**config.mk**
```make
export PLATFORM = sky130hd
export DESIGN_NAME = result_pager
export DESIGN_NICKNAME = d
export VERILOG_FILES = /design/src/rtl/cpu_io_pkg.sv /design/src/rtl/btn_edge_det.sv /design/src/rtl/result_pager.sv
export SDC_FILE = /design/constraint.sdc
export NUM_CORES = 1
export LEC_CHECK = 0
export ABC_AREA = 1
export BUFFER_PORTS_ARGS = -buffer_cell sky130_fd_sc_hd__buf_2
export CAP_MARGIN = 30
export CORE_MARGIN = 5
export CORE_UTILIZATION = 48
export DETAILED_ROUTE_END_ITERATION = 10
export PLACE_DENSITY = 0.83
export RECOVER_POWER = 25
export SLEW_MARGIN = 20
export SYNTH_ARGS = -nofsm -noshare
export SYNTH_HDL_FRONTEND = slang
export SYNTH_SLANG_ARGS = --single-unit
```
**constraint.sdc**
```tcl
create_clock -name clk -period 1.2 [get_ports clk]
set_input_delay 0.18 -clock clk [delete_from_list [all_inputs] [get_ports clk]]
set_output_delay 0.18 -clock clk [all_outputs]
set_load 0.01 [all_outputs]
```
**src/rtl/cpu_io_pkg.sv**
```systemverilog
// Shared definitions for the CPU I/O blocks: pager state encoding, LED width, button latency.
// Pure declarations, no logic, no latency and no backpressure of its own.
package cpu_io_pkg;

    typedef enum logic {
        ST_IDLE = 1'b0,
        ST_SHOW = 1'b1
    } state_t;

    localparam int LED_W   = 8;
    // Synchroniser depth; a raw rising level reaches the consumer this many edges after first sampling.
    localparam int BTN_LAT = 2;

    function automatic int idx_width(input int n);
        return (n > 1) ? $clog2(n) : 1;
    endfunction

endpackage

```
**src/rtl/btn_edge_det.sv**
```systemverilog
// Push-button conditioning: synchroniser chain plus a one-cycle rising-edge pulse.
// The edge pulse is valid BTN_LAT-1 cycles after first sampling; no debounce, no backpressure.
module btn_edge_det
    import cpu_io_pkg::*;
(
    input  logic clk,
    input  logic rst_n,
    input  logic btn_in,
    output logic btn_edge
);

    logic [BTN_LAT-1:0] sync;
    logic               prev;

    always_ff @(posedge clk or negedge rst_n) begin
        if (!rst_n) begin
            sync <= '0;
            prev <= 1'b0;
        end else begin
            sync <= {sync[BTN_LAT-2:0], btn_in};
            prev <= sync[BTN_LAT-1];
        end
    end

    // A held button gives exactly one pulse: prev catches up one cycle later.
    assign btn_edge = sync[BTN_LAT-1] & ~prev;

endmodule

```
**src/rtl/result_pager.sv**
```systemverilog
// Latches a multi-byte result from the core and pages it onto the LEDs one byte per button press.
// Result accepted in one edge; pages advance BTN_LAT edges after a press; res_ready is low while paging.
// Optional RESULT_PAGER_AUTOADV_EN adds an idle-timeout auto-advance of AUTO_CYCLES cycles.
module result_pager
    import cpu_io_pkg::*;
#(
    parameter  int NBYTES      = 2,
    parameter  int AUTO_CYCLES = 1000000,
    localparam int IDX_W       = idx_width(NBYTES)
) (
    input  logic                    clk,
    input  logic                    rst_n,
    input  logic [LED_W*NBYTES-1:0] res_data,
    input  logic                    res_valid,
    output logic                    res_ready,
    input  logic                    btn_in,
    output logic [LED_W-1:0]        led_out,
    output logic [IDX_W-1:0]        page_idx,
    output logic                    busy
);

    state_t                    state;
    logic                      armed;
    logic [LED_W*NBYTES-1:0]   shadow;
    logic                      btn_edge;
    logic                      advance;
    logic                      last_page;
    logic [LED_W-1:0]          next_byte;

    btn_edge_det u_btn (
        .clk      (clk),
        .rst_n    (rst_n),
        .btn_in   (btn_in),
        .btn_edge (btn_edge)
    );

    // armed keeps res_ready low during reset and for the release edge itself.
    assign res_ready = armed && (state == ST_IDLE);
    assign last_page = (page_idx == IDX_W'(NBYTES - 1));

    always_comb begin
        next_byte = '0;
        for (int i = 0; i < NBYTES; i++) begin
            if (i == int'(page_idx) + 1) begin
                next_byte = shadow[LED_W*i +: LED_W];
            end
        end
    end

`ifdef RESULT_PAGER_AUTOADV_EN
    localparam int CNT_W = idx_width(AUTO_CYCLES);

    logic [CNT_W-1:0] auto_cnt;
    logic             auto_hit;

    assign auto_hit = (state == ST_SHOW) && (auto_cnt == CNT_W'(AUTO_CYCLES - 1));
    // A press coinciding with the timeout still yields a single advance.
    assign advance  = btn_edge | auto_hit;

    always_ff @(posedge clk or negedge rst_n) begin
        if (!rst_n) begin
            auto_cnt <= '0;
        end else if (state != ST_SHOW || advance) begin
            auto_cnt <= '0;
        end else begin
            auto_cnt <= auto_cnt + CNT_W'(1);
        end
    end
`else
    assign advance = btn_edge;
`endif

    always_ff @(posedge clk or negedge rst_n) begin
        if (!rst_n) begin
            state    <= ST_IDLE;
            armed    <= 1'b0;
            shadow   <= '0;
            led_out  <= '0;
            page_idx <= '0;
            busy     <= 1'b0;
        end else begin
            armed <= 1'b1;
            case (state)
                ST_IDLE: begin
                    if (res_valid && res_ready) begin
                        shadow   <= res_data;
                        page_idx <= '0;
                        led_out  <= res_data[LED_W-1:0];
                        busy     <= 1'b1;
                        state    <= ST_SHOW;
                    end
                end
                ST_SHOW: begin
                    if (advance) begin
                        if (last_page) begin
                            // Last byte stays on the LEDs after the transfer completes.
                            busy  <= 1'b0;
                            state <= ST_IDLE;
                        end else begin
                            page_idx <= page_idx + IDX_W'(1);
                            led_out  <= next_byte;
                        end
                    end
                end
                default: state <= ST_IDLE;
            endcase
        end
    end

endmodule
```
# ---- After elaboration in Yosys (flattened, before gate mapping)
# Index checks and enable logic that the tools add are counted.
dict set report op_classes {
  add_sub_neg 2
  n_eq_ne 5
  muxes 18
  bitwise_logic 3
  n_reduce_logical 7
}
# cell count
set ops {}
lappend ops {{$mux W8} 5}
lappend ops {{$logic_not A32 Y1} 1}
lappend ops {{$pmux W8 S2} 1}
lappend ops {{$mux W1} 9}
lappend ops {{$pmux W1 S2} 3}
lappend ops {{$reduce_and A3 Y1} 2}
lappend ops {{$ne A2 B1 Y1 const B} 2}
lappend ops {{$ne A2 B2 Y1 const B} 2}
lappend ops {{$reduce_and A2 Y1} 2}
lappend ops {{$add A1 B1 Y2 const B} 1}
lappend ops {{$eq A1 B2 Y1 const A} 1}
lappend ops {{$logic_and A1 B1 Y1} 2}
lappend ops {{$not A1 Y1} 2}
lappend ops {{$add A1 B1 Y1 const B} 1}
lappend ops {{$and A1 B1 Y1} 1}
dict set report word_totals {
  register_bits 31
  inputBits 20
  out_inout_bits 11
  wordCells 43
}

# ---- Depth between registers and ports, before layout
# Gate-level depths: netlist of run 1.
dict set report depth {
  ltp_word 7
  depth_mapped 6
  ltp_nobuf 6
}

# ---- Hierarchy
# From an unflattened synthesis of run 1, not the netlist that was laid out.
dict set report hier_totals {
  hier_cells 116
  area_unflattened_um2 983.4
}
# mod instances cells_each area_per_inst_um2 seq_area_each_um2
set by_module_without_submodules {}
lappend by_module_without_submodules {result_pager 1 111 898.4 500.5}
lappend by_module_without_submodules {btn_edge_det 1 5 85.1 75.1}

# ---- Least setup slack after synthesis of run 1
# No wires, ideal clock.
dict set report synth_timing {
  path_kind {reg-to-reg}
  startpoint {register state}
  endpoint {register led_out[0]}
  setup_time_ns 0.117
  arrival_ns 0.909
  required_time_ns 1.083
  slack_ns 0.174
  path_stages_with_launch 7
  n_path_buf 0
  synth_period_minus_slack_ns 1.026
  cell_sequence {dfrtp_1 inv_2 nand3_4 nand2_4 nand2_4 nand2_1 nand2_1}
}
dict set report synth_between {
  elab_chain_cells 5
  word_cells_on_any_way 8
  classes_between {eq/ne (3); mux (1); bitwise (1); reduce/logical (3)}
}
# element line
set synth_lines {}
lappend synth_lines {{start, declared} result_pager.sv:22} ;# state_t state;
lappend synth_lines {{start signal, assigned} result_pager.sv:75} ;# state <= ST_IDLE;
lappend synth_lines {{start signal, assigned} result_pager.sv:90} ;# state <= ST_SHOW;
lappend synth_lines {{start signal, assigned} result_pager.sv:98} ;# state <= ST_IDLE;
lappend synth_lines {{$not A1 Y1 (no line)} --}
lappend synth_lines {{$logic_and A1 B1 Y1} result_pager.sv:38} ;# assign res_ready = armed && (state == ST_IDLE);
lappend synth_lines {{$logic_and A1 B1 Y1} result_pager.sv:85} ;# if (res_valid && res_ready) begin
lappend synth_lines {{$ne A2 B1 Y1 (no line)} --}
lappend synth_lines {{$reduce_and A3 Y1 (no line)} --}
lappend synth_lines {{end signal, assigned} result_pager.sv:88} ;# led_out <= res_data[LED_W-1:0];
lappend synth_lines {{end signal, assigned} result_pager.sv:101} ;# led_out <= next_byte;
lappend synth_lines {{end, declared} result_pager.sv:17} ;# output logic [LED_W-1:0] led_out,
# Several ways; a longest one is shown, not always the timed one.
# A chain may end at the register's enable or synchronous reset.

# ---- Final worst setup path of run 1
dict set report layout_timing {
  startpoint {register state}
  endpoint {output port res_ready}
}
dict set report layout_between {
  elab_chain_cells 2
}
# element line
set layout_lines {}
lappend layout_lines {{$not A1 Y1 (no line)} --}
lappend layout_lines {{$logic_and A1 B1 Y1} result_pager.sv:38}
lappend layout_lines {{end, declared} result_pager.sv:15} ;# output logic res_ready,
# No other way between the ends.

==> results of run 1 <==
==> placed cells by master (no fill, tap or decap), types with 2 or more instances in the layout <==
cell type / Yosys / layout
nand2_1: 59 / 58
inv_1: 2 / 2
clkbuf_4: 0 / 3
dlygate4sd3_1: 0 / 2
dfrtp_1: 23 / 23
buf_2: 0 / 29
buf_6: 0 / 2
o21ai_0: 3 / 3
buf_4: 2 / 3
nand3_1: 17 / 16
nand2_8: 0 / 2
nand2_2: 1 / 2
==> worst min path at each step <==
stage / start / end / slack [ns]
floorplan: rst_n / armed$_DFF_PN0_ / -0.12
global placement: rst_n / u_btn.sync[0]$_DFF_PN0_ / 0.17
detailed placement: rst_n / shadow[12]$_DFFE_PN0P_ / 0.17
CTS: res_data[8] / shadow[8]$_DFFE_PN0P_ / 0.06
global route: res_data[8] / shadow[8]$_DFFE_PN0P_ / 0.06
finish: res_data[14] / shadow[14]$_DFFE_PN0P_ / 0.07
==> repair_timing <==
action,in CTS,in global routing
gates cloned,0,1
pin swaps,1,1
resized for setup,1,6
hold endpoints to repair,24,0
endpoints found under the setup margin,1,9
setup buffers,2,0
hold buffers,2,0
==> state kept, by name, indices dropped and copies added (netlist names) <==
register / cells
busy: 1
armed: 1
shadow: 8
u_btn.prev: 1
led_out: 8
u_btn.sync: 2
page_idx: 1
state: 1
==> power groups by stage <==
stage	clock [mW]	combinational [mW]	sequential [mW]
after CTS	0.361	1.17	1.22
after global routing	0.380	1.40	1.26
after global placement	0	1.04	1.24
after floorplan	0	0.650	1.29
after detailed placement	0	1.08	1.25
final	0.338	1.25	1.23
==> synth_stat cells, drive strengths merged <==
cell / instances / share of area, %
nor2: 1 / 0.38
o21ai: 3 / 1.5
dfrtp: 23 / 58
inv: 4 / 1.5
nand3: 18 / 10
clkinv: 1 / 0.38
conb: 1 / 0.38
nand2: 62 / 25
buf: 2 / 1.5
==> metal layers <==
layer	wire [um]	up-vias	GRT usage, %
met5	0	-	0
met2	1058	21	21.96
met1	923	400	16.62
met4	15	0	5.208
met3	122	2	3.497
li1	-	439	-
==> layout make-up <==
cell class	instances	share of cell area (%)
clock buffer	4	2.047
sequential	23	44.83
multi-input combinational	86	32.07
tap	27	2.632
inverter	5	1.657
timing repair buffer	37	16.76
==> worst min-delay path, delay by kind of cell <==
kind / cells / cell delay, ns
buf+inv: 1 / 0.07
simple gates: 2 / 0.09
==> through the flow <==
| step | worst slack (ns) | utilization, % | TNS (ns) |
|---|---|---|---|
| 3_5_place_dp | 0.1238 | 59.95 | 0 |
| 4_1_cts | -0.04570 | 63.27 | -0.04570 |
| 5_1_grt | -0.06393 | 65.43 | -0.6052 |
| 3_3_place_gp | 0.1562 | 59.95 | 0 |
| 6_report | -0.02822 | 65.43 | -0.04625 |
| 2_1_floorplan | 0.1740 | - | 0 |
==> kinds of logic (layout without fill, tap and decap cells) <==
logic type             Yosys count  count (layout)  share of synthesized area (%)
buffers and inverters            7              46                          3.431
and+or+nand+nor                 81              82                          36.21
AOI/OAI and AO/OA                3               3                          1.524
other                            1               1                         0.3808
DFF                             23              23                          58.45
==> metrics.yaml, run 1 <==
outcome: "finished with violations"
violations: "negative setup slack"
crit_type: "flop to primary output"
seq_area_sq_um: 575.6
crit_path_end: "res_ready"
rsz0062_at_grt: "true"
relSlewSlack_pct: 62.54
finalPower_mw: 2.815
fin_nets: 176
netlist_area_sq_um: 984.7
grt_max_degree: 24
regToRegStartpoint: "state$_DFF_PN0_"
slowest_stage: "dfrtp_1"
cts-root-buf: "clkbuf_4"
worstPathArrival_ns: 1.05
rows: 16
grt_pass1_vias: 801
finClkSkew_ns: 0.004403
drive_above_1_share_pct: 30.32
grt_first_pass_wirelength_mm: 3.325
clk_pin_slew_worst_paths_ns: 0.12
route.antenna.remaining_nets: 0
htree_num_levels: 1
wl_per_cell_um: 11.64
peakVddDrop_mv: 1.286
grt_util_all_layers_pct: 13.33
worstRegToRegCells: 7
synth_seq_cells: 23
grt_antenna_before_repair: 0
die_x_um: 55.29
pwr-share-clk_pct: 12.0
critPathLaunchType: "flop"
clockBufferDepth: 2
viasPerCell: 4.736
insertion_delay_ns: 0.30
synth_cells: 115
stdcell_area_sq_um: 1284
crit_chain: "buf_6 -> nor2_1 -> buf_2"
start_util_pct: 50.19
critPathMaxFanout: 2
p_sw_mw: 1.132
setup_viol: 5
p_sw_share_pct: 40.22
fin_crit_sh_pct: 102.4
routabilityCongestion: 0.8459
hold_depth: 3
seqPwrFrac_pct: 43.7
crit_start: "state$_DFF_PN0_"
core_sq_um: 1962
io_pins: 31
slew_viol_final: 0
worstPathRequired_ns: 1.02
yosysSeqAreaShare_pct: 58.45
fillers: 188
path_buf_inv: 2
cts_tree: "done"
place.port_buffers: 30
cp.depth: 3
whs_ns: 0.06866
synth_cell_types: 13
comb_power_share_pct: 44.2
area.growth.synth_to_final_pct: 30.37
stdcell_count: 182
clock_sinks: 23
hp-class: "input pin to flop"
num_vias: 862
dpl.cell_count: 173
endpoint_kind: "primary output"
die_area_sq_um: 3057
yosys_warnings: 0
cap_violations: 0
worst-slew-pin-transition_ns: 0.5619
cp_top_family: "flip-flops"
drc: 0
r2r_end: "led_out[1]$_DFFE_PN0P_"
syn_nets: 135
cts_buffers: 3
syn_area_per_cell_sq_um: 8.563
cpPeakStageDelay_ns: 0.42
routed_wl_mm: 2.119
diodes: 0
hold_viol_final: 0
drt-initial-drc-count: 24
hpwl_mm: 1.572
timing.fmax_mhz: 814.2
multiInputGateArea_sq_um: 411.6
layout_setup_ws_ns: -0.02822
gr-total-overflow: 0
p_leak_nw: 0.7285
power_density_nw_per_um2: 2193
final.min_clock_period_ns: 1.228
dpl_cell_area_sq_um: 1176
power.internal_mw: 1.683
die_y_um: 55.29
drt_first_pass_iters: 4
r2r_setup_slack_ns: -0.01
Note: power is estimated with default switching activity, not from simulation.
==> run 2, diff against run 1 <==
- ABC_AREA: 1 -> unset
- SETUP_SLACK_MARGIN: unset -> 0.02
==> run 2 against run 1 <==
Sequential power grew 5%. The flow still finishes with violations (negative setup slack). Largest cell class unchanged. Critical path type is now flop to flop. Design area decreased by 0.29%. Maximum frequency shrank 7.5%. Sequential share of layout area increased by 0.13 points. Total power increased by 6.7%. Clock skew fell by 0.0020 ns. First-iteration DRC count is 63% lower.
==> metrics.yaml, run 2 <==
outcome: "finished with violations"  # unchanged
violations: "negative setup slack"  # unchanged
slew_viol_final: 0  # unchanged
start_util_pct: 49.34  # was 50.19%
synth_most_common_cell: "dfrtp_1"  # was nand2_1
gr-total-overflow: 0  # unchanged
r2r_end: "led_out[2]$_DFFE_PN0P_"  # was led_out[1]$_DFFE_PN0P_
yosys_warnings: 0  # unchanged
wl_per_cell_um: 14.92  # was 11.64 um
grt_antenna_before_repair: 0  # unchanged
area.growth.synth_to_final_pct: 36.40  # was 30.37%
tns_ns: -1.114  # was -0.04625 ns
io_pins: 31  # unchanged
clockBufferDepth: 2  # unchanged
synth_edf_count: 0  # unchanged
power_density_nw_per_um2: 2347  # was 2193 nW/um^2
p_leak_nw: 0.6654  # was 0.7285 nW
clk_pin_slew_worst_paths_ns: 0.12  # about the same
synth_cell_types: 14  # was 13
stdcell_area_sq_um: 1280  # was 1284 sq um
drive_above_1_share_pct: 57.55  # was 30.32%
dpl_cell_area_sq_um: 1144  # was 1176 sq um
stdcell_count: 133  # was 182
core_sq_um: 1902  # was 1962 sq um
regToRegStartpoint: "state$_DFF_PN0_"  # unchanged
slowest_stage: "dfrtp_1"  # unchanged
reg.largest.list: "led_out: 8 flops, shadow: 8 flops, u_btn.sync: 2 flops"  # unchanged
finalPower_mw: 3.004  # was 2.815 mW
r2r_setup_slack_ns: -0.13  # was -0.01 ns
routabilityCongestion: 0.7652  # was 0.8459
critPathMaxFanout: 8  # was 2
yosysSeqAreaShare_pct: 61.33  # was 58.45%
grt_first_pass_wirelength_mm: 3.312  # was 3.325 mm
rows: 16  # unchanged
insertion_delay_ns: 0.30  # about the same
syn_area_per_cell_sq_um: 14.66  # was 8.563 sq um
synth-main-ff-cell: "dfrtp_1"  # unchanged
rsz0062_at_grt: "true"  # unchanged
critPathLaunchType: "flop"  # unchanged
hp-class: "input pin to flop"  # unchanged
routed_wl_mm: 1.985  # was 2.119 mm
finClkSkew_ns: 0.002359  # was 0.004403 ns
grt_pass1_vias: 693  # was 801
cts_tree: "done"  # unchanged
peakVddDrop_mv: 1.103  # was 1.286 mV
place.port_buffers: 30  # unchanged
crit_chain: "nand3b_1 -> a21boi_4 -> buf_12 -> mux2_4"  # was buf_6 -> nor2_1 -> buf_2
netlist_area_sq_um: 938.4  # was 984.7 sq um
crit_type: "flop to flop"  # was flop to primary output
die_y_um: 54.22  # was 55.29 um
worstRegToRegCells: 4  # was 7
synth_seq_cells: 23  # unchanged
final.min_clock_period_ns: 1.328  # was 1.228 ns
route.antenna.remaining_nets: 0  # unchanged
die_area_sq_um: 2939  # was 3057 sq um
synth-async-reset-ratio_pct: 100.0  # unchanged
diodes: 0  # unchanged
synthTopCellsByCount: "dfrtp_1, mux2_2, a22o_1, nor2b_1"  # was nand2_1, dfrtp_1, nand3_1, o21ai_0
final_cell_mix: "buf_2, dfrtp_1, mux2_2, a22o_1, mux2_4"  # was nand2_1, buf_2, dfrtp_1
timing.fmax_mhz: 753.1  # was 814.2 MHz
dpl.cell_count: 124  # was 173
relSlewSlack_pct: 63.25  # was 62.54%
htree_num_levels: 1  # unchanged
syn_nets: 84  # was 135
cts_buffers: 3  # unchanged
clock_sinks: 23  # unchanged
grt_max_degree: 24  # unchanged
yosysTopAreaCellShare_pct: 61.33  # was 58.45%
synth_area_leader_cell: "dfrtp_1"  # unchanged
fin_nets: 127  # was 176
worstPathArrival_ns: 1.52  # was 1.05 ns
drt-initial-drc-count: 9  # was 24
crit_path_end: "led_out[2]$_DFFE_PN0P_"  # was res_ready
layout_setup_ws_ns: -0.1279  # was -0.02822 ns
num_vias: 663  # was 862
synth_cells: 64  # was 115
viasPerCell: 4.985  # was 4.736
worst-slew-pin-transition_ns: 0.5513  # was 0.5619 ns
hold_viol_final: 0  # unchanged
drt_first_pass_iters: 4  # unchanged
hpwl_mm: 1.404  # was 1.572 mm
setup_viol: 16  # was 5
cts-root-buf: "clkbuf_4"  # unchanged
die_x_um: 54.22  # was 55.29 um
grt_util_all_layers_pct: 16.13  # was 13.33%
synth_area_leaders: "dfrtp_1, mux2_2, a22o_1, a21boi_4, nor2b_1"  # was dfrtp_1, nand2_1, nand3_1, nand2_4, nand3_4
endpoint_kind: "flop"  # was primary output
final_common_cell: "buf_2"  # was nand2_1
cpPeakStageDelay_ns: 0.43  # was 0.42 ns
drc: 0  # unchanged
fin_crit_sh_pct: 110.7  # was 102.4%
worstPathRequired_ns: 1.39  # was 1.02 ns
crit_start: "state$_DFF_PN0_"  # unchanged
cap_violations: 0  # unchanged
run 2: timing repair:
action / 4_1_cts / 5_1_grt
buffers inserted: 3 / 1
pin swaps: 1 / 0
setup endpoints to repair: 18 / 19
hold buffers: 2 / 0
gates resized for setup: 14 / 0
endpoints found under the hold margin: 24 / 0
run 2: where the power goes:
| group | internal (mW) | switching, mW |
|---|---|---|
| logic | 0.842 | 0.539 |
| clock network | 0.124 | 0.211 |
| registers | 1.09 | 0.200 |
run 2: worst min path at each step:
stage | start | endpoint | slack [ns] | depth (start not counted)
detailed placement | rst_n | armed$_DFF_PN0_ | 0.17 | 1
finish | res_data[13] | shadow[13]$_DFFE_PN0P_ | 0.11 | 2
global placement | rst_n | busy$_DFFE_PN0P_ | 0.17 | 1
CTS | res_data[8] | shadow[8]$_DFFE_PN0P_ | 0.1 | 2
global route | res_data[9] | shadow[9]$_DFFE_PN0P_ | 0.08 | 2
floorplan | rst_n | armed$_DFF_PN0_ | -0.12 | 0
run 2: metal layers:
layer	share of wire (%)	track usage (%)
met5	0	0
met4	1.9	7.469
met3	4.2	2.452
met2	53	27.49
met1	40	19.96
run 2: through the flow:
step | hold WS (ns) | utilization (%) | worst slack, ns
after floorplan | -0.1156 | - | -0.1928
after global placement | 0.1687 | 60.13 | -0.1358
after detailed placement | 0.1733 | 60.13 | -0.1833
after CTS | 0.09784 | 66.91 | -0.1246
after global routing | 0.08264 | 67.30 | -0.1869
final | 0.1054 | 67.30 | -0.1279
run 2: logic make-up after synthesis:
logic type / after synthesis / share of synthesized area [%]
other cells: 1 / 0.3996
mux: 16 / 19.20
simple gates: 9 / 6.001
buf+inv: 4 / 2.533
compound gates: 11 / 10.53
flops: 23 / 61.33
run 2: critical path, delay by kind of cell, from the launching register on:
kind            cells  cell delay [ns]
buf+inv             1             0.15
compound gates      1             0.16
mux                 1             0.30
simple gates        1             0.19
flops               1             0.43
run 2: layout make-up:
type / count / area, sq um
Fill cell: 131 / 621.8
Sequential cell: 23 / 575.6
Multi-Input combinational cell: 37 / 379.1
Timing Repair Buffer: 40 / 256.5
Tap cell: 27 / 33.78
Clock buffer: 3 / 22.52
Inverter: 2 / 7.507
Clock inverter: 1 / 5.005
